File: src/rtl/regfile_pkg.sv
// -----------------------------------------------------------------------------
// regfile_pkg
//   Shared defaults and types for the multi-port register file.
//   - DEF_DATA_W / DEF_ADDR_W : default register width and index width
//   - reg_idx_t / reg_data_t  : index and data types at the default sizes
//   - wr_port_t               : one write-port bundle (enable, index, data)
// -----------------------------------------------------------------------------
package regfile_pkg;

  localparam int DEF_DATA_W = 32;
  localparam int DEF_ADDR_W = 5;

  typedef logic [DEF_ADDR_W-1:0] reg_idx_t;
  typedef logic [DEF_DATA_W-1:0] reg_data_t;

  typedef struct packed {
    logic      en;
    reg_idx_t  idx;
    reg_data_t data;
  } wr_port_t;

endpackage : regfile_pkg

File: src/rtl/regfile_scoreboard.sv
// -----------------------------------------------------------------------------
// regfile_scoreboard
//   One pending bit per register, tracking an issued-but-not-yet-written
//   destination. Produces RAW-hazard busy flags for the two read ports.
// Ports
//   clk, rst          clock; asynchronous active-low reset
//   wr0_valid, Rw0    qualified write on port 0 (already masked for reg 0)
//   wr1_valid, Rw1    qualified write on port 1
//   iss_en, iss_rd    instruction issue with destination register
//   Ra, Rb            read indices
//   busyA, busyB      read index has an outstanding producer this cycle
//   stall             busyA | busyB
// -----------------------------------------------------------------------------
module regfile_scoreboard
  import regfile_pkg::*;
#(
  parameter int ADDR_W   = DEF_ADDR_W,
  parameter int ZERO_REG = 1,
  parameter int BYPASS   = 1
) (
  input  logic              clk,
  input  logic              rst,
  input  logic              wr0_valid,
  input  logic [ADDR_W-1:0] Rw0,
  input  logic              wr1_valid,
  input  logic [ADDR_W-1:0] Rw1,
  input  logic              iss_en,
  input  logic [ADDR_W-1:0] iss_rd,
  input  logic [ADDR_W-1:0] Ra,
  input  logic [ADDR_W-1:0] Rb,
  output logic              busyA,
  output logic              busyB,
  output logic              stall
);

  localparam int NREG = 2 ** ADDR_W;

  logic [NREG-1:0] pending;
  logic [NREG-1:0] set_vec;
  logic [NREG-1:0] clr_vec;
  logic            iss_valid;
  logic            hit_a;
  logic            hit_b;

  // Issuing to the hardwired zero register creates no producer to wait for.
  assign iss_valid = iss_en && !((ZERO_REG != 0) && (iss_rd == '0));

  always_comb begin
    set_vec = '0;
    clr_vec = '0;
    if (iss_valid) set_vec = NREG'(1) << iss_rd;
    if (wr0_valid) clr_vec = clr_vec | (NREG'(1) << Rw0);
    if (wr1_valid) clr_vec = clr_vec | (NREG'(1) << Rw1);
  end

  // Set is applied after clear: an issue in the same cycle as a retiring
  // write to that register names a newer producer that is still outstanding.
  // NOTE: sequential state uses non-blocking assignments so every flop
  // samples pre-edge values regardless of statement order.
  always_ff @(posedge clk or negedge rst) begin
    if (!rst) pending <= '0;
    else      pending <= (pending & ~clr_vec) | set_vec;
  end

  // With bypass, a write landing this cycle already satisfies the read.
  always_comb begin
    hit_a = 1'b0;
    hit_b = 1'b0;
    if (BYPASS != 0) begin
      hit_a = (wr0_valid && (Rw0 == Ra)) || (wr1_valid && (Rw1 == Ra));
      hit_b = (wr0_valid && (Rw0 == Rb)) || (wr1_valid && (Rw1 == Rb));
    end
  end

  assign busyA = pending[Ra] && !hit_a && !((ZERO_REG != 0) && (Ra == '0));
  assign busyB = pending[Rb] && !hit_b && !((ZERO_REG != 0) && (Rb == '0));
  assign stall = busyA | busyB;

endmodule : regfile_scoreboard

File: src/rtl/regfile_mp.sv
// -----------------------------------------------------------------------------
// regfile_mp
//   2-write / 2-read register file with optional write-through bypass,
//   optional hardwired zero register and a pending-write scoreboard for
//   RAW-hazard stalls in decode.
// Ports
//   clk, rst              clock; asynchronous active-low reset
//   wEn0, Rw0, busW0      write port 0
//   wEn1, Rw1, busW1      write port 1 (wins on index collision)
//   Ra, Rb / busA, busB   read indices / combinational read data
//   iss_en, iss_rd        issue of an instruction writing iss_rd
//   busyA, busyB, stall   outstanding-write flags for Ra, Rb and their OR
// -----------------------------------------------------------------------------
module regfile_mp
  import regfile_pkg::*;
#(
  parameter int DATA_W   = DEF_DATA_W,
  parameter int ADDR_W   = DEF_ADDR_W,
  parameter int ZERO_REG = 1,
  parameter int BYPASS   = 1
) (
  input  logic              clk,
  input  logic              rst,
  input  logic              wEn0,
  input  logic [ADDR_W-1:0] Rw0,
  input  logic [DATA_W-1:0] busW0,
  input  logic              wEn1,
  input  logic [ADDR_W-1:0] Rw1,
  input  logic [DATA_W-1:0] busW1,
  input  logic [ADDR_W-1:0] Ra,
  input  logic [ADDR_W-1:0] Rb,
  output logic [DATA_W-1:0] busA,
  output logic [DATA_W-1:0] busB,
  input  logic              iss_en,
  input  logic [ADDR_W-1:0] iss_rd,
  output logic              busyA,
  output logic              busyB,
  output logic              stall
);

  localparam int NREG = 2 ** ADDR_W;

  logic [DATA_W-1:0] regs [NREG];
  logic              wr0_valid;
  logic              wr1_valid;

  // Writes to the hardwired zero register are dropped at the source so both
  // the data array and the scoreboard see the same qualified write.
  assign wr0_valid = wEn0 && !((ZERO_REG != 0) && (Rw0 == '0));
  assign wr1_valid = wEn1 && !((ZERO_REG != 0) && (Rw1 == '0));

  // NOTE: the array is cleared on reset, so it maps to flops rather than a
  // RAM macro; that is required because every register must read 0 after reset.
  // Port 1 is assigned last, so on an index collision its value is stored.
  always_ff @(posedge clk or negedge rst) begin
    if (!rst) begin
      for (int r = 0; r < NREG; r++) regs[r] <= '0;
    end else begin
      if (wr0_valid) regs[Rw0] <= busW0;
      if (wr1_valid) regs[Rw1] <= busW1;
    end
  end

  // Read mux priority: zero register, port 1 bypass, port 0 bypass, array.
  always_comb begin
    busA = regs[Ra];
    if ((BYPASS != 0) && wr0_valid && (Rw0 == Ra)) busA = busW0;
    if ((BYPASS != 0) && wr1_valid && (Rw1 == Ra)) busA = busW1;
    if ((ZERO_REG != 0) && (Ra == '0))              busA = '0;
  end

  always_comb begin
    busB = regs[Rb];
    if ((BYPASS != 0) && wr0_valid && (Rw0 == Rb)) busB = busW0;
    if ((BYPASS != 0) && wr1_valid && (Rw1 == Rb)) busB = busW1;
    if ((ZERO_REG != 0) && (Rb == '0))              busB = '0;
  end

  regfile_scoreboard #(
    .ADDR_W   (ADDR_W),
    .ZERO_REG (ZERO_REG),
    .BYPASS   (BYPASS)
  ) u_scoreboard (
    .clk       (clk),
    .rst       (rst),
    .wr0_valid (wr0_valid),
    .Rw0       (Rw0),
    .wr1_valid (wr1_valid),
    .Rw1       (Rw1),
    .iss_en    (iss_en),
    .iss_rd    (iss_rd),
    .Ra        (Ra),
    .Rb        (Rb),
    .busyA     (busyA),
    .busyB     (busyB),
    .stall     (stall)
  );

endmodule : regfile_mp

File: config.mk
export PLATFORM = sky130hd
export DESIGN_NAME = regfile_mp
export DESIGN_NICKNAME = d
export VERILOG_FILES = /design/src/rtl/regfile_pkg.sv /design/src/rtl/regfile_scoreboard.sv /design/src/rtl/regfile_mp.sv
export SDC_FILE = /design/constraint.sdc
export NUM_CORES = 2
export LEC_CHECK = 0
export CAP_MARGIN = 20
export CORE_UTILIZATION = 29
export CTS_BUF_LIST = sky130_fd_sc_hd__clkbuf_16
export DETAILED_ROUTE_END_ITERATION = 8
export SYNTH_ARGS = -nofsm -noshare
export SYNTH_HDL_FRONTEND = slang
export SYNTH_SLANG_ARGS = --single-unit
File: constraint.sdc
create_clock -name clk -period 5.7 [get_ports clk]
set_input_delay 1.14 -clock clk [delete_from_list [all_inputs] [get_ports clk]]
set_output_delay 1.14 -clock clk [all_outputs]
set_load 0.02 [all_outputs]
Word-level counts from Yosys, hierarchy flattened
Index checks and enable logic that the tools add are counted.
{"block": "classes", "n_addsub": 0, "mul": 0, "div_mod_pow": 0, "order_cmp": 8, "n_eq_ne": 4, "shifts": 3, "n_mux": 27, "n_bitwise": 9, "n_reduce_logical": 27}
{"op": "1024-bit bitwise mux", "n": 2}
{"op": "1024-bit 2-to-1 mux", "n": 2}
{"op": "32-bit 2-to-1 mux", "n": 15}
{"op": "32-bit binary-select mux with 5-bit select", "n": 2}
{"op": "32-bit demux with 5-bit select", "n": 2}
{"op": "1-bit by 5-bit << shifter with 32-bit output, first input constant", "n": 3}
{"op": "32-bit OR", "n": 2}
{"op": "32-bit bitwise AND", "n": 1}
{"op": "32-bit inverter", "n": 1}
{"op": "5-bit logical NOT", "n": 5}
{"op": "6-bit >= comparator, second input constant", "n": 4}
{"op": "5-bit inverter with 6-bit output", "n": 4}
{"op": "5-bit equality test", "n": 4}
{"op": "1-bit logical AND", "n": 13}
{"op": "5-bit by 6-bit less-than comparator with 1-bit output, second input constant", "n": 2}
{"op": "6-bit by 1-bit less-than comparator with 1-bit output, second input constant", "n": 2}
{"op": "1-bit binary-select mux with 5-bit select", "n": 2}
{"op": "1-bit logical NOT", "n": 7}
{"op": "1-bit logical OR", "n": 2}
{"op": "1-bit 2-to-1 mux", "n": 2}
{"op": "1-bit OR", "n": 1}
{"block": "totals", "ff_bits": 1056, "latch_bits": 0, "ram_bits": 0, "rom_bits": 0, "in_bits": 94, "output_inout_bits": 67, "elab_cells": 111, "mem_count": 0}

Logic depth before layout (Yosys ltp)
{"block": "logic_depth", "depth_word": 9, "depth_mapped": 10}

Modules after synthesis
A second synthesis with hierarchy kept.
{"block": "hier_totals", "hier_cells": 7044, "hier_area_um2": 67403.4}
{"mod": "regfile_mp", "n_inst": 1, "cells_per_inst": 6763, "area_per_inst_um2": 64867.2, "seq_area_each_um2": 25624.6}
{"mod": "regfile_scoreboard", "n_inst": 1, "cells_per_inst": 281, "area_per_inst_um2": 2536.2, "seq_area_each_um2": 775.7}

Worst setup path before layout
No wires, ideal clock.
{"block": "synth_timing", "path_kind": "input-to-output", "startpoint": "in Rb[0]", "endpoint": "out busB[31]", "t_arrival_ns": 2.871, "path_slack_ns": 1.689, "cell_stages": 9, "path_cell_list": "buf_2 buf_6 buf_6 buf_2 mux2i_1 o221ai_1 a21oi_1 a211o_1 o21ai_0"}
{"block": "synth_between", "elab_chain_len": 7, "elab_cells_between_ends": 12, "classes_between": "eq/ne (2); mux (6); bitwise (1); reduce/logical (3)"}
{"element": "from (decl)", "line": "regfile_mp.sv:31", "source": "input logic [ADDR_W-1:0] Rb,"}
{"element": "5-bit inverter with 6-bit output (not written as such)", "line": "regfile_mp.sv:73", "source": "busB = regs[Rb];"}
{"element": "32-bit binary-select mux with 5-bit select", "line": "regfile_mp.sv:73"}
{"element": "32-bit 2-to-1 mux (not written as such) (2 in a row)", "line": "regfile_mp.sv:73"}
{"element": "32-bit 2-to-1 mux", "line": "regfile_mp.sv:74", "source": "if ((BYPASS != 0) && wr0_valid && (Rw0 == Rb)) busB = busW0;"}
{"element": "32-bit 2-to-1 mux", "line": "regfile_mp.sv:75", "source": "if ((BYPASS != 0) && wr1_valid && (Rw1 == Rb)) busB = busW1;"}
{"element": "32-bit 2-to-1 mux (*)", "line": "regfile_mp.sv:76", "source": "if ((ZERO_REG != 0) && (Rb == '0)) busB = '0;"}
{"element": "to (decl)", "line": "regfile_mp.sv:33", "source": "output logic [DATA_W-1:0] busB,"}
Mark *: on every way between the ends. The rest lies on a longest branch, timed or not. The select of a mux whose other input is x is not followed.

Worst setup path after layout
{"block": "layout_timing", "startpoint": "in Rw1[4]", "endpoint": "out busB[20]"}
{"block": "layout_between", "elab_chain_len": 6, "elab_cells_between_ends": 7, "classes_between": "eq/ne (1); mux (2); reduce/logical (4)"}
{"element": "from (decl)", "line": "regfile_mp.sv:28", "source": "input logic [ADDR_W-1:0] Rw1,"}
{"element": "5-bit logical NOT", "line": "regfile_mp.sv:50", "source": "assign wr1_valid = wEn1 && !((ZERO_REG != 0) && (Rw1 == '0));"}
{"element": "1-bit logical NOT", "line": "regfile_mp.sv:50"}
{"element": "1-bit logical AND", "line": "regfile_mp.sv:50"}
{"element": "1-bit logical AND (*)", "line": "regfile_mp.sv:75"}
{"element": "32-bit 2-to-1 mux (*)", "line": "regfile_mp.sv:75"}
{"element": "32-bit 2-to-1 mux (*)", "line": "regfile_mp.sv:76"}
Mark *: on every way between the ends. The rest lies on a longest branch, timed or not.

==> impl_metrics.py <==
metrics = {
    "outcome": {
        "outcome": "completed",
    },
    "worst_setup_path": {
        "crit_fanout": 18,
        "setup.worst_path.end_class": "primary output",
        "setup.worst_path.class": "input port to primary output",
        "r2r-start": "regs[106]",
        "critical_path.startpoint_type": "input port",
        "worst-endpoint-required_ps": 4560,
        "rr_worst_depth": 2,
        "setup.worst_path.start": "Rw1[4]",
        "arrival_ps": 4500,
    },
    "floorplan": {
        "starting_utilization_of_the_core_area": 0.2927,
        "die_h_um": 479.1,
        "row_count": 174,
        "coreArea_mm2": 0.2255,
        "number_of_ports_placed_on_the_die_boundary": 161,
        "dieArea_mm2": 0.2296,
        "dieWidth_um": 479.1,
    },
    "finish": {
        "drive_gt1_frac": 0.1673,
        "final_core_area_utilization": 0.3313,
        "multi_input_area_mm2": 0.03637,
        "synth_to_layout_area_growth_pct": 13.18,
        "fill_cells": 22570,
        "finish.net_count": 6162,
        "register_area_mm2": 0.02643,
    },
    "clocking": {
        "cts_made_buffers": 108,
        "cts_repair_resize_count": 0,
        "clock_sink_count": 1056,
        "clockBufferDepth": 3,
        "post_cts_buffers": 0,
        "h-tree-depth": 3,
        "clk_pin_slew_worst_paths_ps": 60,
        "tritoncts": "built",
        "clk_root_buffer_cell": "sky130_fd_sc_hd__clkbuf_16",
        "post_cts_hold_buffer_count": 0,
        "worst_skew_pair_latency_ps": 740,
    },
    "yosys": {
        "dominant_combinational_cell_family_by_area_after_synthesis": "multiplexers",
        "synth_compound_gate_area_share": 0.1378,
        "synth_fp_nets": 6429,
        "postSynthRegisterBits": 1056,
        "seq_area_frac_synth": 0.4003,
        "synth.lib_cells_used.distinct": 67,
        "count_of_flip_flops_with_a_built_in_enable_after_synthesis": 0,
        "postSynthCellCount": 6335,
        "synth_simple_gate_area_share": 0.07323,
        "synth_xor_xnor_area_share": 0.002653,
        "adder_cell_share_of_the_synthesized_area": 0,
        "synth.mux.area_fraction": 0.3301,
        "yosysWarningCount": 0,
        "synthArstFlopShare": 1.000,
        "synth_area_leader_cell": "sky130_fd_sc_hd__dfrtp_1",
        "dominantRegCellSynth": "sky130_fd_sc_hd__dfrtp_1",
        "yosysMostFrequentCell": "sky130_fd_sc_hd__mux2i_1",
        "synth.area.top_cells": "sky130_fd_sc_hd__dfrtp_1 40%, sky130_fd_sc_hd__mux2i_1 17%, sky130_fd_sc_hd__mux4_2 16%",
        "synth_cell_area_mm2": 0.06602,
        "yosysTopAreaCellShare": 0.4003,
        "synth.cells.most_frequent": "1124 x sky130_fd_sc_hd__mux2i_1, 1056 x sky130_fd_sc_hd__dfrtp_1, 880 x sky130_fd_sc_hd__a21oi_1, 695 x sky130_fd_sc_hd__nor2_1, 514 x sky130_fd_sc_hd__clkbuf_1",
        "syn_avg_cell_area_um2": 10.42,
    },
    "hold_path": {
        "min_path_type": "register to register",
        "worst_hold_startpoint": "regs[993]",
        "whs_path_depth": 0,
    },
    "drt": {
        "finalWirelength_mm": 271.2,
        "dr_total_vias": 54620,
        "detail_routed_via_count_per_cell": 5.967,
        "avgRoutedWirePerCell_um": 29.63,
        "antenna_violating_nets_post_route": 0,
        "initialDrtViolationCount": 7839,
        "dr.pass1.iters": 8,
        "detail_route.drc_violations": 0,
    },
    "place": {
        "place_congestion": 0.8858,
        "portBuffers": 160,
        "detailed_place_hpwl_mm": 160.3,
    },
    "timing": {
        "timing.fmax_mhz": 177.4,
        "tns_ps": 0,
        "rsz0062_at_grt": "no",
        "min_period_ps": 5637,
        "timing_max_transition_violations_final": 0,
        "hold_viol": 0,
        "timing.slew.headroom": 0.1690,
        "worst_slew_pin_slew_ps": 1246,
        "timing.final.crit_share": 0.9890,
        "worst_clock_skew_ps": 0,
        "finalSetupViolations": 0,
    },
    "global_routing": {
        "grt_remaining_overflow": 0,
        "pin_count_of_the_biggest_net_entering_global_routing": 132,
        "grt.total_usage": 0.2296,
        "grt_pass1_wl_mm": 384.9,
        "initial_antenna_violation_count": 23,
        "first_global_vias": 52400,
    },
    "run": {
        "cap_violations": 0,
    },
    "pwr": {
        "power-per-cell-area_mw_per_mm2": 332.0,
        "power_leakage_nw": 30.81,
        "irDropWorstVdd_mv": 0.2738,
    },
}
kinds of logic after synthesis:
family / Yosys count
flops: 1056
mux: 1597
simple gates: 1190
xor+xnor: 20
compound gates: 1620
buf+inv: 852
stage by stage:
step | area [µm²] | setup WS [ps] | total power [mW] | hold WS [ps] | std cells
2_1_floorplan | 66020 | 1689 | 15.41 | 441.3 | 6335
3_3_place_gp | 71320 | 66.58 | 17.41 | 376.3 | 8947
3_5_place_dp | 71370 | 104.7 | 17.75 | 383.3 | 8949
4_1_cts | 74670 | 98.08 | 24.71 | 397.1 | 9142
5_1_grt | 74710 | 16.21 | 25.87 | 410.5 | 9151
6_report | 74720 | 62.63 | 24.80 | 394.5 | 9153
report_power, final:
| group | total [mW] | internal [mW] | leakage, nW | switching [mW] |
|---|---|---|---|---|
| registers | 11.0 | 9.47 | 12.8 | 1.55 |
| clock network | 7.02 | 3.74 | 1.72 | 3.28 |
| logic | 6.76 | 3.58 | 16.3 | 3.18 |
| total | 24.8 | 16.8 | 30.8 | 8.01 |
state kept, by name, indices dropped and copies added (netlist names):
| name | count |
|---|---|
| regs | 1024 |
| u_scoreboard.pending | 32 |
per-layer routing:
metal / GRT usage / routed length, µm / vias to the layer above / part of all wire
li1: - / - / 22650 / -
met5: 0 / 50 / - / 0.00018
met1: 0.3010 / 104200 / 27400 / 0.38
met4: 0.1185 / 15060 / 8 / 0.056
met2: 0.3440 / 119800 / 3756 / 0.44
met3: 0.06439 / 31990 / 808 / 0.12
critical path, stage by stage:
cell and delay (ps):
sky130_fd_sc_hd__clkdlybuf4s50_1 740, sky130_fd_sc_hd__xnor2_1 170, sky130_fd_sc_hd__nand4_1 180, sky130_fd_sc_hd__nor4b_4 450, sky130_fd_sc_hd__buf_4 490, sky130_fd_sc_hd__a22oi_1 160, sky130_fd_sc_hd__o21ai_1 320, sky130_fd_sc_hd__buf_4 220
sky130_fd_sc_hd__clkdlybuf4s50_1 610
worst paths after layout:
check / end / slack, ps
worst max-delay path: busB[20] / 60
worst min-delay path: regs[993] / 390
worst max register to register: regs[106] / 4860
worst min register to register: regs[993] / 390
max in group asynchronous: regs[245] / 3820
min in group asynchronous: regs[257] / 440
layout make-up:
type,instances,area share
Clock inverter,83,0.007351
Inverter,6,0.0003014
Timing Repair Buffer,469,0.06464
Antenna cell,10,0.0003349
Clock buffer,110,0.03684
Multi-Input combinational cell,4427,0.4868
Sequential cell,1056,0.3537
Tap cell,2992,0.05010
layout by cell type, fill, tap and decap left out, types with 9 or more instances in the layout:
cell,n
sky130_fd_sc_hd__a211o_1,30
sky130_fd_sc_hd__a21oi_1,880
sky130_fd_sc_hd__a22o_1,10
sky130_fd_sc_hd__a22oi_1,94
sky130_fd_sc_hd__a32oi_1,30
sky130_fd_sc_hd__buf_12,69
sky130_fd_sc_hd__buf_4,242
sky130_fd_sc_hd__clkbuf_16,110
sky130_fd_sc_hd__clkdlybuf4s50_1,149
sky130_fd_sc_hd__clkinv_1,25
sky130_fd_sc_hd__clkinv_2,21
sky130_fd_sc_hd__dfrtp_1,1056
sky130_fd_sc_hd__diode_2,10
sky130_fd_sc_hd__inv_1,29
sky130_fd_sc_hd__mux2_2,10
sky130_fd_sc_hd__mux2i_1,1124
sky130_fd_sc_hd__mux4_2,463
sky130_fd_sc_hd__nand2_1,359
sky130_fd_sc_hd__nand2_4,31
sky130_fd_sc_hd__nand2b_1,9
sky130_fd_sc_hd__nand3_1,11
sky130_fd_sc_hd__nand3b_1,9
sky130_fd_sc_hd__nor2_1,681
sky130_fd_sc_hd__nor2_4,28
sky130_fd_sc_hd__o21ai_0,217
sky130_fd_sc_hd__o21ai_1,149
sky130_fd_sc_hd__o221ai_1,61
sky130_fd_sc_hd__o22ai_1,124
sky130_fd_sc_hd__xnor2_1,16
Power figures use the tool's default switching activity.
